$ cat src/rtl/pipeline_uart_pkg.sv
// Shared UART definitions: FSM state encodings, default timing parameters and the
// 3-sample majority helper. Used by both the receiver and the transmitter.
package pipeline_uart_pkg;

  typedef enum logic [1:0] {
    ST_IDLE  = 2'd0,
    ST_START = 2'd1,
    ST_DATA  = 2'd2,
    ST_STOP  = 2'd3
  } uart_state_e;

  // 50 MHz / (9600 baud * 64) ~= 81
  localparam int DEF_OVERSAMPLE      = 64;
  localparam int DEF_CLKS_PER_SAMPLE = 81;

  function automatic logic maj3(input logic a, input logic b, input logic c);
    return (a & b) | (a & c) | (b & c);
  endfunction

endpackage

$ cat src/rtl/pipeline_uart_baud_tick.sv
// Free-running sample-tick generator: tick is high for one clk every
// CLKS_PER_SAMPLE clks, when the counter sits at its maximum.
module pipeline_uart_baud_tick
  import pipeline_uart_pkg::*;
#(
  parameter int CLKS_PER_SAMPLE = DEF_CLKS_PER_SAMPLE
) (
  input  logic clk,
  input  logic reset,
  output logic tick
);

  localparam int CW = (CLKS_PER_SAMPLE > 1) ? $clog2(CLKS_PER_SAMPLE) : 1;
  localparam logic [CW-1:0] CNT_MAX = CW'(CLKS_PER_SAMPLE - 1);
  localparam logic [CW-1:0] CNT_ONE = CW'(1);

  logic [CW-1:0] cnt_q;

  always_ff @(posedge clk or negedge reset) begin
    if (!reset) begin
      cnt_q <= '0;
    end else if (cnt_q == CNT_MAX) begin
      cnt_q <= '0;
    end else begin
      cnt_q <= cnt_q + CNT_ONE;
    end
  end

  assign tick = (cnt_q == CNT_MAX);

endmodule

$ cat src/rtl/pipeline_uart_receiver.sv
// 8N1 LSB-first UART receiver: oversampled, mid-bit 3-sample majority vote,
// start/stop validation, one-clk RX_STATUS / RX_ERR pulses.
module pipeline_uart_receiver
  import pipeline_uart_pkg::*;
#(
  parameter int CLKS_PER_SAMPLE = DEF_CLKS_PER_SAMPLE,
  parameter int OVERSAMPLE      = DEF_OVERSAMPLE
) (
  input  logic       clk,
  input  logic       reset,
  input  logic       UART_RX,
  output logic [7:0] RX_DATA,
  output logic       RX_STATUS,
  output logic       RX_ERR
);

  localparam int SCW = $clog2(OVERSAMPLE);
  localparam logic [SCW-1:0] SC_LAST = SCW'(OVERSAMPLE - 1);
  localparam logic [SCW-1:0] SC_PRE  = SCW'(OVERSAMPLE / 2 - 1);
  localparam logic [SCW-1:0] SC_MID  = SCW'(OVERSAMPLE / 2);
  localparam logic [SCW-1:0] SC_DEC  = SCW'(OVERSAMPLE / 2 + 1);
  localparam logic [SCW-1:0] SC_ONE  = SCW'(1);

  logic            tick;
  logic            rx_meta, rx_s, rx_p;
  logic            samp_a, samp_b, vote;
  uart_state_e     state_q, state_d;
  logic [SCW-1:0]  sc_q, sc_d;
  logic [2:0]      bit_q, bit_d;
  logic [7:0]      shift_q, shift_d;
  logic [7:0]      data_d;
  logic            status_d, err_d;

  pipeline_uart_baud_tick #(
    .CLKS_PER_SAMPLE(CLKS_PER_SAMPLE)
  ) u_baud_tick (
    .clk  (clk),
    .reset(reset),
    .tick (tick)
  );

  // Idle-high line: sync and previous-sample flops reset to 1 so release
  // from reset never looks like a start edge.
  always_ff @(posedge clk or negedge reset) begin
    if (!reset) begin
      rx_meta <= 1'b1;
      rx_s    <= 1'b1;
      rx_p    <= 1'b1;
    end else begin
      rx_meta <= UART_RX;
      rx_s    <= rx_meta;
      if (tick) begin
        rx_p <= rx_s;
      end
    end
  end

  // First two votes are captured at sc=H-1 and sc=H; the third is rx_s live on the decision tick.
  always_ff @(posedge clk or negedge reset) begin
    if (!reset) begin
      samp_a <= 1'b0;
      samp_b <= 1'b0;
    end else if (tick && (state_q != ST_IDLE)) begin
      if (sc_q == SC_PRE) samp_a <= rx_s;
      if (sc_q == SC_MID) samp_b <= rx_s;
    end
  end

  assign vote = maj3(samp_a, samp_b, rx_s);

  always_comb begin
    state_d  = state_q;
    sc_d     = sc_q;
    bit_d    = bit_q;
    shift_d  = shift_q;
    data_d   = RX_DATA;
    status_d = 1'b0;
    err_d    = 1'b0;
    if (tick) begin
      case (state_q)
        ST_IDLE: begin
          sc_d = '0;
          if (rx_p && !rx_s) state_d = ST_START;
        end
        ST_START: begin
          if ((sc_q == SC_DEC) && vote) begin
            state_d = ST_IDLE;
            sc_d    = '0;
          end else if (sc_q == SC_LAST) begin
            state_d = ST_DATA;
            sc_d    = '0;
            bit_d   = 3'd0;
          end else begin
            sc_d = sc_q + SC_ONE;
          end
        end
        ST_DATA: begin
          if (sc_q == SC_DEC) shift_d = {vote, shift_q[7:1]};
          if (sc_q == SC_LAST) begin
            sc_d  = '0;
            bit_d = bit_q + 3'd1;
            if (bit_q == 3'd7) state_d = ST_STOP;
          end else begin
            sc_d = sc_q + SC_ONE;
          end
        end
        ST_STOP: begin
          // Leave mid-stop so a start edge right after the stop bit is caught.
          if (sc_q == SC_DEC) begin
            if (vote) begin
              data_d   = shift_q;
              status_d = 1'b1;
            end else begin
              err_d = 1'b1;
            end
            state_d = ST_IDLE;
            sc_d    = '0;
          end else begin
            sc_d = sc_q + SC_ONE;
          end
        end
        default: begin
          state_d = ST_IDLE;
          sc_d    = '0;
        end
      endcase
    end
  end

  always_ff @(posedge clk or negedge reset) begin
    if (!reset) begin
      state_q   <= ST_IDLE;
      sc_q      <= '0;
      bit_q     <= 3'd0;
      shift_q   <= 8'h00;
      RX_DATA   <= 8'h00;
      RX_STATUS <= 1'b0;
      RX_ERR    <= 1'b0;
    end else begin
      state_q   <= state_d;
      sc_q      <= sc_d;
      bit_q     <= bit_d;
      shift_q   <= shift_d;
      RX_DATA   <= data_d;
      RX_STATUS <= status_d;
      RX_ERR    <= err_d;
    end
  end

endmodule

$ cat config.mk
export PLATFORM = sky130hd
export DESIGN_NAME = pipeline_uart_receiver
export DESIGN_NICKNAME = d
export VERILOG_FILES = /design/src/rtl/pipeline_uart_pkg.sv /design/src/rtl/pipeline_uart_baud_tick.sv /design/src/rtl/pipeline_uart_receiver.sv
export SDC_FILE = /design/constraint.sdc
export NUM_CORES = 1
export LEC_CHECK = 0
export ABC_AREA = 1
export ABC_CLOCK_PERIOD_IN_PS = 1500
export CORE_ASPECT_RATIO = 0.9
export CORE_MARGIN = 2
export CORE_UTILIZATION = 50
export DETAILED_ROUTE_END_ITERATION = 6
export HOLD_SLACK_MARGIN = 0.03
export PLACE_DENSITY = 0.72
export SLEW_MARGIN = 20
export SYNTH_ARGS = -nofsm -noshare
export SYNTH_HDL_FRONTEND = slang
export SYNTH_SLANG_ARGS = --single-unit
$ cat constraint.sdc
create_clock -name clk -period 1.5 [get_ports clk]
set_clock_uncertainty 0.2 [all_clocks]
set_input_delay 0.3 -clock clk [delete_from_list [all_inputs] [get_ports clk]]
set_output_delay 0.3 -clock clk [all_outputs]
set_load 0.005 [all_outputs]
==> run_results.csv, run 1 <==
group,metric,value,unit
pwr,power.density,757.4,nW/um^2
synthesis,syn_inst,213,
route,vias_per_cell,5.254,
synthesis,ys_seq_area_share,51.86,%
setup_path,crit_path_max_incr_delay,0.56,ns
layout,seqCellArea,1032,sq um
sta,tns,-4.064,ns
sta,worst_slew_pin_slew,0.3271,ns
pwr,power_frac_clock,48.8,%
layout,diodes,0,
pwr,p_leak,1.381,nW
setup_path,timing.critical_path.to,"RX_DATA[5]",
clock_network,clock-sinks,41,
setup_path,cp-end-kind,"flip-flop",
synthesis,ys_types,28,
synthesis,yosys_warnings,0,
route,drtPass1Iterations,5,
hold_path,hp-class,"reg2reg",
route,first_iter_violations,88,
floorplanning,fp.dieArea,4492,sq um
place,dp_hpwl,2.710,mm
setup_path,r2r_end,"RX_DATA[5]",
floorplanning,dieHeight,63.79,um
route,wire_per_inst,15.72,um
synthesis,ys_seq_elements,41,
floorplanning,row_count,21,
grt,grt_max_degree,31,
grt,gr-usage-all-layers,23.39,%
place,dp_cells,296,
floorplanning,ioPinCount,13,
layout,nFillCells,240,
sta,finalMaxSlewViolations,0,
pwr,ir_worst_vdd,584.6,uV
clock_network,insertion_delay,0.31,ns
status,outcome,"finished with violations",
floorplanning,start_util,52.85,%
synthesis,synth_top_area_cell,"dfrtp_1",
pwr,p_switching,0.4552,mW
setup_path,critPathArrivalTime,1.71,ns
grt,grt_overflow,0,
sta,clock.fmax,580.6,MHz
synthesis,syn-mean-instance-area,9.322,sq um
clock_network,h-tree-depth,2,
synthesis,yosysTopAreaCellShare,47.89,%
floorplanning,die_w,70.43,um
setup_path,required,1.49,ns
pwr,seq_power_share,49.5,%
clock_network,clk_pin_slew,0.08,ns
pwr,internal-power,1.792,mW
setup_path,path_max_fanout,8,
pwr,total_power,2.247,mW
grt,grt_pass1_vias,1695,
sta,finalSetupViolCount,31,
setup_path,reg2reg_from,"rx_s",
pwr,combPwrFrac,1.7,%
clock_network,cts_tree,"done",
clock_network,cts_buffer_depth,2,
pwr,swShare,20.26,%
setup_path,worst-r2r-setup-slack,-0.22,ns
sta,period_needed,1.722,ns
layout,drive_above_1_share,52.71,%
sta,finalWorstSetupSlack,-0.2223,ns
run,max-cap-violations,0,
route,vias,1697,
synthesis,syn_area,1986,sq um
layout,fin_nets,286,
setup_path,crit_type,"reg2reg",
grt,antenna_found_initial,0,
layout,multi_input_area,1111,sq um
layout,instances_no_fill,323,
layout,syn_to_final_growth,49.40,%
setup_path,crit_chain,"nand2_2, a21oi_4, buf_6, nand3_4, nand2_2, o21ai_2",
clock_network,clock-root-buffer,"clkbuf_8",
synthesis,syn_nets,223,
setup_path,crit_slowest_cell,"dfstp_2",
floorplanning,fp.coreArea,3757,sq um
synthesis,synth.area.top_cells,"dfrtp_1 (48%), nand2_1 (9.1%), o21ai_2 (6.6%), inv_1 (5.5%), ha_1 (4.4%)",
place,numPortBuffers,12,
setup_path,critPathLaunchType,"flip-flop",
setup_path,crit_top_cell,"nand2_2",
sta,hold_viol,0,
setup_path,crit_start,"rx_s",
place,gp_congestion,0.8426,
clock_network,cts_inserted_buffers,5,
sta,rsz0062_at_grt,"yes",
grt,grt_pass1_wl,8.059,mm
sta,timing.hold.ws,0.1632,ns
setup_path,worstRegToRegCells,6,
sta,finalCritPeriodShare,114.8,%
route,drc,0,
sta,slew_headroom,78.03,%
route,routed_wl,5.077,mm
route,ant_nets,0,
status,violations,"setup timing",
[worst max-delay path, delay by kind of cell (launching register included)]
kind,cells,cell delay [ns]
compound gates,2,0.31
buf+inv,1,0.14
flops,1,0.56
simple gates,3,0.40
[cells by family after synthesis]
kind of cell    share of synthesized area, %
compound gates                         11.28
xor+xnor                               2.205
simple gates                           22.43
buf+inv                                7.813
fa+ha+maj                              4.411
flops                                  51.86
[cells in the final DEF, fill, tap and decap left out, types with 5 or more instances in the layout]
cell / n
buf_4: 34
buf_6: 9
clkbuf_8: 5
dfrtp_1: 36
dlygate4sd2_1: 10
inv_1: 26
nand2_1: 23
nand2_2: 24
nand3_1: 5
nand3_2: 6
nand3_4: 6
nor2_1: 6
nor2_2: 6
nor2_4: 7
o21ai_1: 8
o21ai_2: 19
[metal layers]
metal / up-vias / part of all wire, % / GRT usage [%]
met1: 812 / 44 / 30.92
li1: 813 / - / -
met4: 0 / 2.6 / 9.615
met5: - / 0 / 0
met3: 20 / 4.2 / 5.047
met2: 52 / 50 / 37.50
[worst min-delay path by stage]
| stage | cells after the start | start | endpoint |
|---|---|---|---|
| after floorplan | 0 | reset | RX_DATA[0] |
| after global placement | 1 | reset | u_baud_tick.cnt_q[3] |
| after detailed placement | 1 | reset | u_baud_tick.cnt_q[3] |
| after CTS | 0 | rx_meta | rx_s |
| after global routing | 0 | rx_meta | rx_s |
| final | 0 | rx_meta | rx_s |
[power by group through the flow]
stage	Sequential, mW	Combinational [mW]	Clock, mW
after floorplan	1.13	0.00183	0
final	1.11	0.0383	1.10
after global placement	1.13	0.0345	0
after detailed placement	1.13	0.0343	0
after global routing	1.11	0.0447	1.16
after CTS	1.11	0.0370	1.11
[sequential cells by signal (all words and copies together) (netlist names), named ones only]
name and count:
RX_ERR 1, u_baud_tick.cnt_q 7, samp_b 1, bit_q 3, rx_p 1, RX_STATUS 1
samp_a 1, sc_q 6, rx_meta 1, state_q 1, shift_q 8, RX_DATA 8
rx_s 1
[Yosys cell counts, drive strengths merged]
library cell  number
xnor2              1
ha                 7
buf                4
nand4              4
nand3             15
a21oi              3
nor3               5
dfrtp             38
nand3b             1
xor2               4
inv               31
nor2              19
o21ai             28
dfstp              3
o2bb2ai            1
nand2             49
[through the flow]
step	area (sq um)	util (%)	worst slack [ns]
5_1_grt	2967	78.95	-0.2907
4_1_cts	2765	73.59	-0.1712
2_1_floorplan	2047	-	-0.09942
3_5_place_dp	2404	63.97	-0.1858
3_3_place_gp	2404	63.97	-0.1565
6_report	2967	78.95	-0.2223
[layout make-up]
| cell class | count | area share, % |
|---|---|---|
| multi-input combinational | 139 | 37.45 |
| sequential | 41 | 34.80 |
| timing repair buffer | 58 | 17.00 |
| inverter | 31 | 4.175 |
| clock buffer | 5 | 2.320 |
| clock inverter | 3 | 2.320 |
| tap | 46 | 1.940 |
[repair_timing]
item,4_1_cts,5_1_grt
endpoints found under the hold margin,38,0
hold buffers,1,0
cloned,2,0
pin swaps,17,8
buffers inserted,9,7
endpoints found under the setup margin,40,38
gates resized for setup,47,45
No activity file was read; power rests on OpenSTA's default activity.
==> inputs of run 2 (changes only) <==
- ABC_AREA: 1 -> unset
==> run 2 against run 1 <==
  * The flow still finishes with violations (setup timing)
  * Sequential power is essentially flat
  * Sequential share of layout area grew 0.71 points
  * Register-to-register slack lost 0.29 ns
  * Hold slack lost 0.0059 ns
  * Synthesized area shrank 5.0%
  * Clock-buffer cell count grew 1
  * Die area shrank 4.7%
  * Worst setup slack lost 0.29 ns
  * Wire length grew 4.8%
  * Combinational power shrank 4%
  * Core utilization is essentially flat
  * Critical endpoint is now state_q[0]
  * Largest power group unchanged
  * Highest routed layer unchanged
==> run_results.csv, run 2 <==
group,metric,value,unit
status,outcome,"finished with violations",
status,violations,"setup timing",
clock_network,cts_buffer_depth,2,
synthesis,synth.area.top_cells,"dfrtp_1 (50%), mux2_2 (11%), ha_1 (4.6%), dfstp_2 (4.2%), nand3_1 (2.9%)",
sta,finalWorstSetupSlack,-0.5159,ns
synthesis,synth_top_area_cell,"dfrtp_1",
synthesis,syn_inst,161,
place,dp_hpwl,2.916,mm
clock_network,clk_pin_slew,0.08,ns
route,drc,0,
synthesis,synthArstFlopShare,100.0,%
run,max-cap-violations,0,
synthesis,ys_types,36,
sta,clock.fmax,496.0,MHz
sta,finalSetupViolCount,33,
hold_path,hold_start,"rx_meta",
hold_path,worstHoldEndpoint,"rx_s",
sta,finalMaxSlewViolations,0,
grt,grtUsageMet3,7.609,%
clock_network,insertion_delay,0.29,ns
clock_network,clock-root-buffer,"clkbuf_8",
floorplanning,ioPinCount,13,
sta,hold_viol,0,
grt,grt_use_met1,32.48,%
clock_network,cts_inserted_buffers,5,
sta,tns,-13.82,ns
sta,slew_headroom,75.13,%
synthesis,syn-mean-instance-area,11.71,sq um
setup_path,crit_type,"reg2reg",
floorplanning,fp.coreArea,3679,sq um
layout,syn_to_final_growth,54.01,%
setup_path,critPathArrivalTime,2.00,ns
layout,final_common_cell,"buf_4",
layout,drive_above_1_share,52.34,%
floorplanning,row_count,21,
floorplanning,start_util,51.26,%
clock_network,clock-sinks,41,
floorplanning,die_w,68.73,um
layout,layout_common_cells,"buf_4 (41), dfrtp_1 (37), mux2_4 (16), buf_6 (15), nor2_1 (11)",
sta,rsz0062_at_grt,"yes",
sta,timing.hold.ws,0.1573,ns
pwr,power.density,717.1,nW/um^2
synthesis,synth_most_common_cell,"dfrtp_1",
hold_path,hp-class,"reg2reg",
clock_network,h-tree-depth,2,
place,postPlaceCellArea,2479,sq um
grt,grt_pass1_wl,8.832,mm
synthesis,ys_seq_elements,41,
setup_path,r2r_end,"state_q[0]",
place,place_ws,-0.4532,ns
floorplanning,dieHeight,62.26,um
setup_path,cp-end-kind,"flip-flop",
synthesis,syn_nets,171,
route,vias_per_cell,5.612,
layout,fin_nets,244,
route,first_iter_violations,131,
synthesis,ys_seq_area_share,54.61,%
sta,finalCritPeriodShare,134.4,%
synthesis,synth_edf_count,0,
grt,grt_use_met2,49.04,%
hold_path,hold_depth,0,
setup_path,reg2reg_from,"sc_q[4]",
synthesis,ys.flop_type,"dfrtp_1",
setup_path,path_max_fanout,5,
layout,diodes,0,
sta,worst_slew_pin_slew,0.3730,ns
route,routed_wl,5.323,mm
synthesis,yosys_warnings,0,
layout,reg_top3,"RX_DATA (8), shift_q (8), u_baud_tick.cnt_q (7)",
synthesis,synth_common_cells,"dfrtp_1 (38), mux2_2 (18), nor2_1 (14)",
setup_path,worstRegToRegCells,6,
pwr,total_power,2.082,mW
pwr,ir_worst_vdd,666.9,uV
clock_network,cts_tree,"done",
setup_path,critPathLaunchType,"flip-flop",
place,numPortBuffers,12,
synthesis,syn_area,1886,sq um
grt,busiest_layer,"met2",
grt,gr-usage-all-layers,28.41,%
route,drtPass1Iterations,4,
synthesis,yosysTopAreaCellShare,50.43,%
setup_path,worst-r2r-setup-slack,-0.52,ns
grt,grt_max_degree,42,
setup_path,required,1.48,ns
place,gp_congestion,0.7886,
grt,grt_pass1_vias,1736,
floorplanning,fp.dieArea,4279,sq um
route,wire_per_inst,18.94,um
grt,antenna_found_initial,0,
layout,fin_area,2904,sq um
route,ant_nets,0,
route,vias,1577,
grt,grt_overflow,0,
pwr,p_leak,1.425,nW
sta,period_needed,2.016,ns
layout,nFillCells,217,
[run 2: cell types whose count changed after synthesis, sizes merged, moves of 3 or more]
cell	change
and3	+4
nand2	-38
inv	-26
clkbuf	+3
nor2	-5
mux2	+18
o21ai	-22
nand3	-4
nand4	-4
[run 2: metrics by stage]
step                std cells  util, %
detailed placement        259    67.38
finish                    281    78.95
CTS                       280    76.60
global placement          259    67.38
global route              281    78.95
floorplan                 161        -
[run 2: cell type report]
type | count | area (sq um) | share of cell area [%]
clock inverter | 2 | 37.54 | 1.293
tap | 46 | 57.56 | 1.982
multi-input combinational | 110 | 1047 | 36.06
timing repair buffer | 71 | 629.4 | 21.67
sequential | 41 | 1031 | 35.50
inverter | 5 | 18.77 | 0.6463
clock buffer | 6 | 82.58 | 2.844
[run 2: power by group]
part / switching, mW / leakage, nW / total (mW) / internal, mW
Combinational: 0.0244 / 0.821 / 0.0368 / 0.0125
Sequential: 0.00218 / 0.546 / 1.11 / 1.11
Clock: 0.393 / 0.0574 / 0.934 / 0.541
[run 2: routing by layer]
layer	vias up	routed length, um	share of wire [%]
li1	722	-	-
met1	784	2084	39
met2	49	2791	52
met3	22	257	4.8
met4	0	191	3.6
met5	-	0	0
[run 2: kinds of logic (layout without fill, tap and decap cells)]
| family | count (synthesis) | after routing | synth area share (%) |
|---|---|---|---|
| xor+xnor | 5 | 5 | 2.323 |
| fa+ha+maj | 8 | 8 | 5.176 |
| flops | 41 | 41 | 54.61 |
| simple gates | 57 | 57 | 17.32 |
| compound gates | 22 | 22 | 7.699 |
| buf+inv | 10 | 84 | 2.124 |
| mux | 18 | 18 | 10.75 |
[run 2: how the worst max path moves through the flow]
stage | startpoint | end
2_1_floorplan | u_baud_tick.cnt_q[2] | RX_DATA[0]
3_3_place_gp | u_baud_tick.cnt_q[5] | RX_DATA[5]
3_5_place_dp | u_baud_tick.cnt_q[5] | RX_DATA[2]
4_1_cts | u_baud_tick.cnt_q[5] | RX_DATA[4]
5_1_grt | sc_q[4] | state_q[0]
6_report | sc_q[4] | state_q[0]
[run 2: worst max-delay path, cell delays in order (launching register included)]
cell	delay [ns]
dfrtp_2	0.43
nor4b_4	0.33
buf_4	0.22
o211ai_1	0.16
a32oi_4	0.30
and2_4	0.21
a21oi_2	0.05
[run 2: what timing repair did]
| action | in CTS | in global routing |
|---|---|---|
| setup buffers | 13 | 7 |
| hold endpoints to repair | 41 | 0 |
| hold buffers | 1 | 0 |
| pin swaps | 20 | 14 |
| gates resized for setup | 46 | 22 |
| endpoints found under the setup margin | 46 | 37 |
==> inputs of run 3 (changes only) <==
- ABC_AREA: unset -> 1
- ABC_CLOCK_PERIOD_IN_PS: 1500 -> 1800
- CTS_CLUSTER_SIZE: unset -> 40
- clock period: 1.5 -> 1.8 ns (I/O delays scaled with it)
==> run 3 against run 2 <==
  * The run now ends clean
  * Cell count grew 5.3%
  * Wire length shrank 28%
  * Cell area is 14% lower
  * Critical path type unchanged
  * Sequential power down 17%
  * Clock power shrank 19%
  * Clock-buffer cell count grew 1
  * First-iteration DRC count down 36%
  * Register-to-register slack better by 0.57 ns
  * Core utilization decreased by 12 points
  * Flip-flop and latch count unchanged
==> run_results.csv, run 3 (synthesis results as in run 1) <==
group,metric,value,unit
status,outcome,"complete, no violations",
sta,timing.hold.ws,0.1564,ns
grt,grt_pass1_vias,1393,
pwr,p_leak,1.163,nW
sta,slew_headroom,70.56,%
layout,nFillCells,310,
setup_path,path_max_fanout,4,
layout,layout_common_cells,"nand2_1 (47), dfrtp_1 (38), inv_1 (28), buf_4 (16), o21ai_2 (15)",
sta,hold_viol,0,
route,routed_wl,3.819,mm
floorplanning,row_count,21,
sta,finalSetupViolCount,0,
clock_network,cts_tree,"done",
sta,period_needed,1.750,ns
floorplanning,fp.dieArea,4492,sq um
place,dp_hpwl,2.523,mm
clock_network,cts_inserted_buffers,5,
place,gp_congestion,0.7835,
floorplanning,start_util,52.85,%
floorplanning,fp.coreArea,3757,sq um
layout,fin_area,2506,sq um
sta,worst_slew_pin_slew,0.4416,ns
place,numPortBuffers,12,
clock_network,clock-sinks,41,
route,vias,1503,
pwr,power.density,683.4,nW/um^2
clock_network,cts_buffer_depth,2,
route,vias_per_cell,5.078,
route,drc,0,
floorplanning,dieHeight,63.79,um
hold_path,hp-class,"reg2reg",
grt,grt_pass1_wl,6.272,mm
clock_network,h-tree-depth,2,
setup_path,required,1.77,ns
place,postPlaceCellArea,2227,sq um
sta,clock.fmax,571.6,MHz
layout,drive_above_1_share,26.40,%
layout,reg_top3,"RX_DATA (8), shift_q (8), u_baud_tick.cnt_q (7)",
route,drtPass1Iterations,5,
layout,syn_to_final_growth,26.21,%
setup_path,critPathLaunchType,"flip-flop",
grt,grt_max_degree,25,
clock_network,clock-root-buffer,"clkbuf_8",
setup_path,cp-end-kind,"flip-flop",
setup_path,critPathArrivalTime,1.72,ns
pwr,ir_worst_vdd,472.0,uV
clock_network,clk_pin_slew,0.07,ns
grt,grt_overflow,0,
sta,finalWorstSetupSlack,0.05046,ns
floorplanning,ioPinCount,13,
run,max-cap-violations,0,
sta,finalMaxSlewViolations,0,
place,place_ws,-0.01508,ns
grt,gr-usage-all-layers,17.93,%
sta,finalCritPeriodShare,97.20,%
route,ant_nets,0,
layout,fin_nets,259,
floorplanning,die_w,70.43,um
grt,antenna_found_initial,0,
route,first_iter_violations,84,
clock_network,insertion_delay,0.29,ns
layout,diodes,0,
setup_path,crit_type,"reg2reg",
route,wire_per_inst,12.90,um
layout,final_common_cell,"nand2_1",
[run 3: through the flow]
step / TNS (ns) / instances / utilization (%) / power, mW
after floorplan: 0 / 213 / - / 0.9452
after global placement: 0 / 278 / 59.27 / 0.9724
after detailed placement: -0.03173 / 278 / 59.27 / 0.9731
after CTS: 0 / 287 / 62.97 / 1.737
after global routing: -0.2170 / 296 / 66.70 / 1.785
final: 0 / 296 / 66.70 / 1.713
[run 3: final timing paths]
| path | start | end | slack, ns | cells past startpoint |
|---|---|---|---|---|
| max in group asynchronous | reset | rx_meta | 0.51 | 3 |
| hold reg to reg | rx_meta | rx_s | 0.16 | 0 |
| setup / recovery | sc_q[1] | sc_q[1] | 0.05 | 9 |
| min in group asynchronous | reset | u_baud_tick.cnt_q[3] | 0.34 | 2 |
| setup reg to reg | sc_q[1] | sc_q[1] | 0.05 | 9 |
| hold / removal | rx_meta | rx_s | 0.16 | 0 |
[run 3: cell type report]
cell class,instances,area (sq um),share of cell area (%)
clock inverter,1,30.03,1.198
sequential,41,1030,41.09
multi-input combinational,138,890.9,35.55
tap,46,57.56,2.297
timing repair inverter,1,5.005,0.1997
inverter,31,121.4,4.843
timing repair buffer,31,285.3,11.38
clock buffer,7,86.33,3.445
[run 3: layer usage]
layer  wire, um  vias up  global-route usage [%]  part of all wire, %
met5          0        -                       0                    0
met1       1855      717                   24.35                   49
met2       1762       25                   27.36                   46
li1           -      754                       -                    -
met4         80        0                   7.933                  2.1
met3        120        7                   4.416                  3.1
[run 3: what timing repair did]
item	in CTS	in global routing
pin swaps	1	4
gates cloned	0	2
hold buffers	1	0
setup endpoints to repair	11	28
resized for setup	3	15
endpoints found under the hold margin	17	0
setup buffers	0	7
[run 3: report_power, final]
group	total (mW)	internal, mW	leakage (nW)	switching [mW]
Clock	0.758	0.452	0.0585	0.306
Sequential	0.926	0.925	0.548	0.00106
Combinational	0.0292	0.00880	0.557	0.0204
Total	1.71	1.39	1.16	0.327
[run 3: worst max-delay path, cell delays in order (launching register included)]
cell and delay (ns):
dfrtp_1 0.44, inv_2 0.11, ha_4 0.14, nand3_4 0.09, nor2_4 0.13, nor2_1 0.06
nor2_2 0.19, nand2_2 0.10, nand3_1 0.09, o21ai_1 0.08
==> variant 1: new RTL, flow settings as in run 2 <==
`shift_q` no longer has a reset.
--- a/src/rtl/pipeline_uart_receiver.sv
+++ b/src/rtl/pipeline_uart_receiver.sv
@@ -132,7 +132,6 @@
       state_q   <= ST_IDLE;
       sc_q      <= '0;
       bit_q     <= 3'd0;
-      shift_q   <= 8'h00;
       RX_DATA   <= 8'h00;
       RX_STATUS <= 1'b0;
       RX_ERR    <= 1'b0;
@@ -140,12 +139,15 @@
       state_q   <= state_d;
       sc_q      <= sc_d;
       bit_q     <= bit_d;
-      shift_q   <= shift_d;
       RX_DATA   <= data_d;
       RX_STATUS <= status_d;
       RX_ERR    <= err_d;
     end
   end
 
+  always_ff @(posedge clk) begin
+    shift_q <= shift_d;
+  end
+
 endmodule
 
Formal check against the unedited RTL: no difference found for any inputs over 10 cycles, from zero or initial values and one cycle with reset low; that may be too few to reach the edited logic, so the function may still have changed.
==> variant 1 against run 2 <==
The flow still finishes with violations (negative setup slack); setup slack worse by 0.035 ns; synthesized area is 1.7% lower; sequential cell count did not move; clock power shrank 8.9%; routed wire length decreased by 23%; final area fell by 13%; total power decreased by 3.0%; sequential share of layout area is 6.7 points higher.
==> variant 1: results (changes against run 2) <==
- Status: complete, but fails checks
- Failing checks: negative setup slack
- Static leakage: 1.17 nW (-18%)
- Filler Cell Count: 227 (+4.6%)
- R2R cell count: 5 (-1)
- Layout Nets: 217 (-11%)
- Drt wl/cell: 16.3 um (-14%)
- Setup ws final: -0.551 ns (-0.0347 ns)
- R2r endpoint: RX_DATA[4]
- Pin count of the biggest net entering global routing: 34 (-19%)
- Setup TNS: -13.46 ns (+0.365 ns)
- Diodes inserted: 0 (unchanged)
- Commonest cells post-synth: dfrtp_1 (30), nor2_1 (14), nand2_1 (10), edfxtp_1 (8), mux2_4 (8)
- Tot GR Track Use: 21.5% (-7.0 points)
- Sequential area share after synthesis: 57.7% (+3.1 points)
- EDFF count, synth: 8 (+8)
- VDD IR-drop max: 647 uV (-3.0%)
- Largest fanout on the critical path: 8 (+3)
- DR vias: 1365 (-13%)
- Fraction of layout cells with a size suffix above 1: 40.9% (-11 points)
- WP data arrival: 2.03 ns (+0.03 ns)
- Worst hold path type: in2async
- Max clock buf depth: 2 (unchanged)
- Net count after synthesis: 160 (-6.4%)
- DR iter-0 viols: 98 (-25%)
- Global-route wire length before repair: 6.29 mm (-29%)
- Post-DP HPWL: 2.63 mm (-9.8%)
- Setup violations, final: 32 (-3.0%)
- PortBufs: 12 (unchanged)
- Clock Latency Late Sink: 0.29 ns (about the same)
- Top cells by area, synth: dfrtp_1 (40%), edfxtp_1 (13%), mux2_4 (6.5%), ha_1 (4.7%), dfstp_2 (4.3%)
- Worst slew pin tran: 0.270 ns (-0.103 ns)
- FFs w/ async S/R, synth: 80.5% (-20 points)
- Yosys warns: 0 (unchanged)
- FF-to-FF Start: sc_q[3]
- Clock transition at path regs: 0.07 ns
- Synth unique cells: 39 (+8.3%)
- Hold slack: 0.161 ns (+0.00329 ns)
- Placer Congestion: 0.847 (+7.4%)
- Clk root buf: clkbuf_8
-- variant 1: metrics by stage --
step	instance area [sq um]	total power, mW	util, %	setup slack [ns]	instances
after global routing	2530	2.09	73.3	-0.580	252
after detailed placement	2260	1.19	65.4	-0.555	231
after floorplan	1890	1.16	-	-0.572	150
after CTS	2510	2.04	72.6	-0.533	251
after global placement	2260	1.19	65.4	-0.502	231
final	2530	2.02	73.3	-0.551	252
-- variant 1: worst max-delay path, cell delays in order (launching register included) --
cell and delay (ns):
dfrtp_1 0.41, nor4b_4 0.33, buf_4 0.16, and4_4 0.22, and3_4 0.29, mux2_4 0.32
-- variant 1: logic make-up after synthesis --
family / Yosys count / share of synthesized area [%]
mux: 11 / 8.30
simple gates: 52 / 15.5
xor+xnor: 5 / 2.36
buf+inv: 12 / 3.44
fa+ha+maj: 8 / 5.26
compound gates: 21 / 7.42
flops: 41 / 57.7
-- variant 1: power by group --
group          switching, mW  internal (mW)  total, mW  leakage, nW
registers            0.00121           1.14       1.14        0.482
clock network          0.360          0.491      0.851       0.0528
logic                 0.0194         0.0120     0.0314        0.640
total                  0.380           1.64       2.02         1.17
-- variant 1: metal layers --
| layer | vias up | global-route usage, % | share of wire, % |
|---|---|---|---|
| li1 | 647 | - | - |
| met1 | 671 | 25.3 | 41 |
| met2 | 34 | 36.6 | 52 |
| met3 | 13 | 5.23 | 4.5 |
| met4 | 0 | 11.7 | 2.7 |
| met5 | - | 0 | 0 |
-- variant 1: how the worst max path moves through the flow --
stage / from / endpoint / slack, ns / cells after the start
final: sc_q[3] / RX_DATA[4] / -0.55 / 5
after detailed placement: sc_q[3] / state_q[0] / -0.55 / 6
after CTS: u_baud_tick.cnt_q[2] / RX_DATA[4] / -0.53 / 5
after global routing: u_baud_tick.cnt_q[2] / RX_DATA[0] / -0.58 / 5
after floorplan: u_baud_tick.cnt_q[2] / RX_DATA[0] / -0.57 / 7
after global placement: sc_q[3] / state_q[0] / -0.50 / 6
-- variant 1: final cells by class --
type	instances	area share, %
flip-flops and latches	41	42.2
multi-input cells	97	31.7
repair buffers	57	19.0
clock buffers	6	2.87
well taps	44	2.17
clock inverters	2	1.33
inverters	5	0.741
-- variant 1: repair_timing --
action / CTS / global route
hold endpoints to repair: 0 / 0
gates cloned: 0 / 0
setup buffers: 13 / 2
pin swaps: 13 / 10
gates resized for setup: 27 / 5
hold buffers: 0 / 0
setup endpoints to repair: 42 / 36
==> variant 2: new RTL, settings of run 2 <==
Without the edit above. Change the package constant `DEF_CLKS_PER_SAMPLE` from 81 to 162.
--- a/src/rtl/pipeline_uart_pkg.sv
+++ b/src/rtl/pipeline_uart_pkg.sv
@@ -11,7 +11,7 @@
 
   // 50 MHz / (9600 baud * 64) ~= 81
   localparam int DEF_OVERSAMPLE      = 64;
-  localparam int DEF_CLKS_PER_SAMPLE = 81;
+  localparam int DEF_CLKS_PER_SAMPLE = 162;
 
   function automatic logic maj3(input logic a, input logic b, input logic c);
     return (a & b) | (a & c) | (b & c);
Formal check against the unedited RTL: same outputs for any inputs over 10 cycles, from zero or initial values and one cycle with reset low; that may be too few to reach the edited logic, so the function may still have changed.
==> variant 2 against run 2 <==
The run still ends with negative setup slack left; synthesized area grew 2.5%; non-clock buffer count shrank 7; total power shrank 6.8%; final area shrank 2.2%; setup slack lost 0.13 ns; global-route usage shrank 5.2 points; cell count grew 0.36%; sequential cell count grew 1; core utilization shrank 2.2 points; critical path depth grew 1; routed wire length shrank 6.7%; critical endpoint is now RX_DATA[3].
==> variant 2: results (changes against run 2) <==
- Status: complete, but fails checks
- Failing checks: negative setup slack
- Sequential area share after synthesis: 54.6% (about the same)
- Tot GR Track Use: 23.2% (-5.2 points)
- Mux share of post-synthesis cell area: 10.5% (-0.26 points)
- Post-synthesis compound-gate area fraction: 7.44% (-0.25 points)
- XOR/XNOR Fraction of Synth Area: 3.17% (+0.85 points)
- Setup violations, final: 38 (+15%)
- Setup TNS: -19.30 ns (-5.48 ns)
- Non-Filler Instances: 282 (+0.36%)
- Fraction of layout cells with a size suffix above 1: 49.6% (-2.8 points)
- Clock-cell share of area: 3.35% (-0.79 points)
- Setup ws final: -0.649 ns (-0.133 ns)
- Metal3 WL: 230 um (-11%)
- Inverters: 7 (+2)
- Filler Cell Count: 220 (+1.4%)
- Fraction of area in multi-input gates: 37.3% (+1.3 points)
- Top cells by area, synth: dfrtp_1 (50%), mux2_2 (9.9%), ha_1 (4.5%), dfstp_2 (4.1%), nand2_1 (3.7%)
- Worst slew pin tran: 0.457 ns (+0.0844 ns)
- PwrDens: 683 nW/um^2 (-4.7%)
- P_int: 1.52 mW (-8.7%)
- Post-Syn Instances: 170 (+5.6%)
- Top flop regs: RX_DATA x8, shift_q x8, u_baud_tick.cnt_q x8
- Switch share: 21.8% (+1.7 points)
- Drt wl/cell: 17.6 um (-7.1%)
- R2R cell count: 7 (+1)
- Static leakage: 1.35 nW (-5.3%)
- Largest fanout on the critical path: 8 (+3)
- Post-DP Area: 2360 sq um (-4.6%)
- Routed length on met2: 2.56 mm (-8.1%)
- Cell total after placement: 258 (-0.39%)
- Post-Place Setup Slack: -0.704 ns (-0.251 ns)
- Global Route met3 Usage: 5.65% (-2.0 points)
- Synth unique cells: 39 (+8.3%)
- Placer Congestion: 0.769 (-2.5%)
- # clock sinks: 42 (+2.4%)
- Max incr delay on CP: 0.50 ns (+0.07 ns)
- DR iter-0 viols: 81 (-38%)
- Grt met1 use: 29.9% (-2.6 points)
- Net count after synthesis: 180 (+5.3%)
- Slowest cell on the critical path: or4_4
- Layout Nets: 245 (+0.41%)
- Combinational fraction of design power: 2.0% (+0.2 points)
- P_clk: 0.766 mW (-18%)
- Hold slack: 0.163 ns (+0.00602 ns)
- FF-to-FF Start: u_baud_tick.cnt_q[1]
-- variant 2: cell count changes in the layout (fill, tap and decap cells not counted), moves of 3 or more --
| cell | run 2 | this run |
|---|---|---|
| o21ai_1 | 2 | 5 |
| mux2_2 | 2 | 15 |
| mux2_4 | 16 | 2 |
| nor3_4 | 4 | 0 |
| buf_6 | 15 | 10 |
| nor2_1 | 11 | 7 |
| nand2_1 | 7 | 17 |
-- variant 2: worst register-to-register path, cell delays in order, from the launching register on --
cell	delay, ns
dfrtp_1	0.39
inv_2	0.07
ha_4	0.13
nand2b_4	0.05
or4_4	0.50
nor4_4	0.17
buf_6	0.18
mux2_2	0.34
-- variant 2: repair_timing --
| action | 4_1_cts | 5_1_grt |
|---|---|---|
| hold buffers | 1 | 0 |
| buffers inserted | 7 | 10 |
| pin swaps | 17 | 11 |
| endpoints found under the hold margin | 14 | 0 |
| endpoints found under the setup margin | 46 | 39 |
| gates resized for setup | 45 | 30 |
